===== config.mk =====
export PLATFORM = sky130hd
export DESIGN_NAME = shift_reg_universal
export DESIGN_NICKNAME = d
export VERILOG_FILES = /design/src/rtl/shift_reg_universal.sv
export SDC_FILE = /design/constraint.sdc
export NUM_CORES = 1
export LEC_CHECK = 0
export BUFFER_PORTS_ARGS = -buffer_cell sky130_fd_sc_hd__buf_2
export CORE_AREA = 3 3 40 42
export CTS_CLUSTER_SIZE = 20
export DETAILED_ROUTE_END_ITERATION = 7
export DIE_AREA = 0 0 43 45
export PLACE_DENSITY = 0.52
export SLEW_MARGIN = 40
export SYNTH_ARGS = -nofsm -noshare
export SYNTH_HDL_FRONTEND = slang
export SYNTH_SLANG_ARGS = --single-unit

===== constraint.sdc =====
create_clock -name CP -period 1.4 [get_ports CP]
set_clock_uncertainty 0.1 [all_clocks]
set_input_delay 0.21 -clock CP [delete_from_list [all_inputs] [get_ports CP]]
set_output_delay 0.21 -clock CP [all_outputs]
set_load 0.01 [all_outputs]

===== src/rtl/shift_reg_universal.sv =====
// Universal shift register: hold, shift up/down, parallel load.
// Optional end-around rotate; complementary outputs derived from Q.
module shift_reg_universal #(
  parameter int              WIDTH       = 4,
  parameter logic [WIDTH-1:0] RESET_VALUE = {WIDTH{1'b0}},
  parameter bit              ROTATE      = 1'b0
) (
  input  logic             CP,
  input  logic             CLR,
  input  logic             EN,
  input  logic [1:0]       S,
  input  logic             DSR,
  input  logic             DSL,
  input  logic [WIDTH-1:0] D,
  output logic [WIDTH-1:0] Q,
  output logic [WIDTH-1:0] Qn,
  output logic             SO_UP,
  output logic             SO_DN
);

  logic [WIDTH-1:0] q;
  logic [WIDTH-1:0] up;
  logic [WIDTH-1:0] dn;
  logic             in_up;
  logic             in_dn;

  // With rotate the end bit wraps; serial inputs are then unused.
  assign in_up = ROTATE ? q[WIDTH-1] : DSR;
  assign in_dn = ROTATE ? q[0] : DSL;

  generate
    if (WIDTH == 1) begin : g_w1
      assign up = in_up;
      assign dn = in_dn;
    end else begin : g_wn
      assign up = {q[WIDTH-2:0], in_up};
      assign dn = {in_dn, q[WIDTH-1:1]};
    end
  endgenerate

  always_ff @(posedge CP or posedge CLR) begin
    if (CLR) begin
      q <= RESET_VALUE;
    end else if (EN) begin
      case (S)
        2'b00:   q <= q;
        2'b01:   q <= up;
        2'b10:   q <= dn;
        2'b11:   q <= D;
        // Unknown mode poisons the state instead of picking a branch.
        default: q <= {WIDTH{1'bx}};
      endcase
    end
  end

  assign Q     = q;
  assign Qn    = ~q;
  assign SO_UP = q[WIDTH-1];
  assign SO_DN = q[0];

endmodule


==> flow_metrics.tcl <==
set metrics [dict create \
    core-area_um2 1285 \
    layout_commonest_cell "buf_2" \
    start_util 0.2210 \
    synth_area_um2 284.0 \
    yosysWarnings 0 \
    rsz0062_at_grt "false" \
    synthCells 33 \
    outcome "finished clean" \
    cts_root_buffer "clkbuf_4" \
    grt_first_pass_wirelength_mm 1.283 \
    path_max_fanout 4 \
    fin_crit_ns 1.163 \
    clk_latency_ns 0.23 \
    max-clock-path-buffers 2 \
    clk_pin_slew_ns 0.04 \
    period_share 0.8304 \
    rr_endpoint "Q[1]$_DFFE_PP0P_" \
    setup-violations-final 0 \
    overflow 0 \
    die_area_um2 1935 \
    first_pass_iters 4 \
    ys_types 16 \
    detail-route-antenna-nets 0 \
    synthAdderAreaFrac 0 \
    cp-start-kind "flip-flop" \
    fin_setup_tns_ns 0 \
    yosysSeqAreaShare 0.3524 \
    drc 0 \
    synth.largest_area_cell "dfrtp_1" \
    hold_viol_final 0 \
    synth_compound_area_frac 0.2863 \
    syn_to_final_growth_pct 42.29 \
    worstPathRequired_ns 1.09 \
    cts_resized 0 \
    timing.slew.headroom 0.8728 \
    numClockSinks 4 \
    synth_simple_gate_area_share 0.1013 \
    avgSynthCellArea_um2 8.607 \
    row_count 13 \
    nNetsFinal 66 \
    place_congestion 0.7440 \
    max_freq_ghz 0.8601 \
    ctsHtreeMaxLevel 1 \
    cp_data_arrival_time_ns 0.85 \
    largest_reg_flops 4 \
    critical_path_class "flip-flop to primary output" \
    grt_max_degree 11 \
    routed_via_density 4.412 \
    slew_viol_final 0 \
    crit_start "Q[2]$_DFFE_PP0P_" \
    reg2reg_slack_ns 0.37 \
    numCtsBuffers 3 \
    vdd_ir_drop_max_mv 0.2989 \
    fillers 140 \
    grt_usage 0.09197 \
    drive_gt1_frac 0.4528 \
    post-place-ws_ns 0.3328 \
    drt-total-wl_um 715 \
    worstHoldPathCells 2 \
    worst_pin_slew_ns 0.1907 \
    antennaDiodeCount 0 \
    grt_pass1_vias 316 \
    num_io_pins 21 \
    ff2ff_path_depth 3 \
    r2r-start "Q[2]$_DFFE_PP0P_" \
    die_y_um 45 \
    syn_nets 44 \
    hp-start "EN" \
    hpwl_um 563.2 \
    synth_area_leaders "dfrtp_1, inv_1, mux2i_1, o2111ai_1, o2bb2ai_1" \
    mostFrequentLayoutCells "buf_2, inv_1, dfrtp_1" \
    io_buffers 20 \
    drt_iter0_markers 7 \
    antenna_found_initial 0 \
    min_path_type "primary input to flip-flop" \
    hold-path-endpoint "Q[2]$_DFFE_PP0P_" \
    die_w_um 43 \
    route.detailed.wl_per_inst_um 10.51 \
    p_leak_nw 0.2195 \
    setup_slack_ns 0.2374 \
    synth_top_area_share 0.3524 \
    cts_tree "yes" \
    synth_xor_area_frac 0 \
    synth_seq_cells 4 \
    muxShareOfSynthArea 0.07048 \
    worstSetupEndpointType "primary output" \
    vias 300 \
    drv_cap 0 \
    powerDensity_nw_per_um2 1111 \
    synth_top_family_by_area "compound AO/OA/AOI/OAI gates" \
]
==> repair_timing <==
item / 4_1_cts / 5_1_grt
hold buffers: 1 / 0
hold endpoints to repair: 4 / 0
setup buffers: 0 / 0
==> per-layer routing <==
layer  vias up  GRT usage  wire length (um)
met5         -          0                 0
met4         0    0.09036                 0
met3         0    0.02789                92
met2        16     0.1228               285
met1       128     0.1146               336
li1        156          -                 -
==> where the power goes <==
part | switching, W | internal [W]
logic | 0.0000780 | 0.0000710
clock network | 0.0000471 | 0.0000959
registers | 0.0000217 | 0.000135
total | 0.000147 | 0.000302
==> critical path, cell delays in order, from the launching register on <==
cell     delay (ns)
dfrtp_1        0.41
inv_1          0.09
buf_2          0.13
==> logic make-up (layout without fill, tap and decap cells) <==
family          after synthesis  count (layout)
simple gates                  7               7
buf+inv                      10              30
mux                           2               2
compound gates               10              10
flops                         4               4
==> stage by stage <==
stage	hold slack (ns)	utilization	cell area, um^2	cells	total power [W]
floorplan	-0.1239	-	284.0	33	0.0002511
global placement	-0.006688	0.2892	371.6	64	0.0003071
detailed placement	-0.003657	0.2892	371.6	64	0.0003065
CTS	0.1490	0.3145	404.1	68	0.0004593
global route	0.1949	0.3145	404.1	68	0.0004770
finish	0.1594	0.3145	404.1	68	0.0004488
==> worst max path at each step <==
stage               slack, ns                to
floorplan                0.36  Q[0]$_DFFE_PP0P_
global placement         0.34  Q[3]$_DFFE_PP0P_
detailed placement       0.33  Q[2]$_DFFE_PP0P_
CTS                      0.23             Qn[0]
global route             0.20             Qn[0]
finish                   0.24             Qn[2]
==> cell usage after synthesis <==
library cell  n
a21oi_1       2
a31oi_1       1
buf_2         1
buf_4         2
buf_6         1
dfrtp_1       4
inv_1         6
mux2i_1       2
nand2_1       3
nand2b_1      1
nor2_1        3
o2111ai_1     2
o21a_1        1
o221a_1       1
o221a_2       1
o2bb2ai_1     2
==> area by class of cell <==
type | count | area, um^2 | share of cell area
multi-input cells | 19 | 130.1 | 0.3220
repair buffers | 21 | 110.1 | 0.2724
flip-flops and latches | 4 | 100.1 | 0.2477
clock buffers | 3 | 22.52 | 0.05573
inverters | 6 | 22.52 | 0.05573
well taps | 15 | 18.77 | 0.04644
No activity file was read; power rests on OpenSTA's default activity.
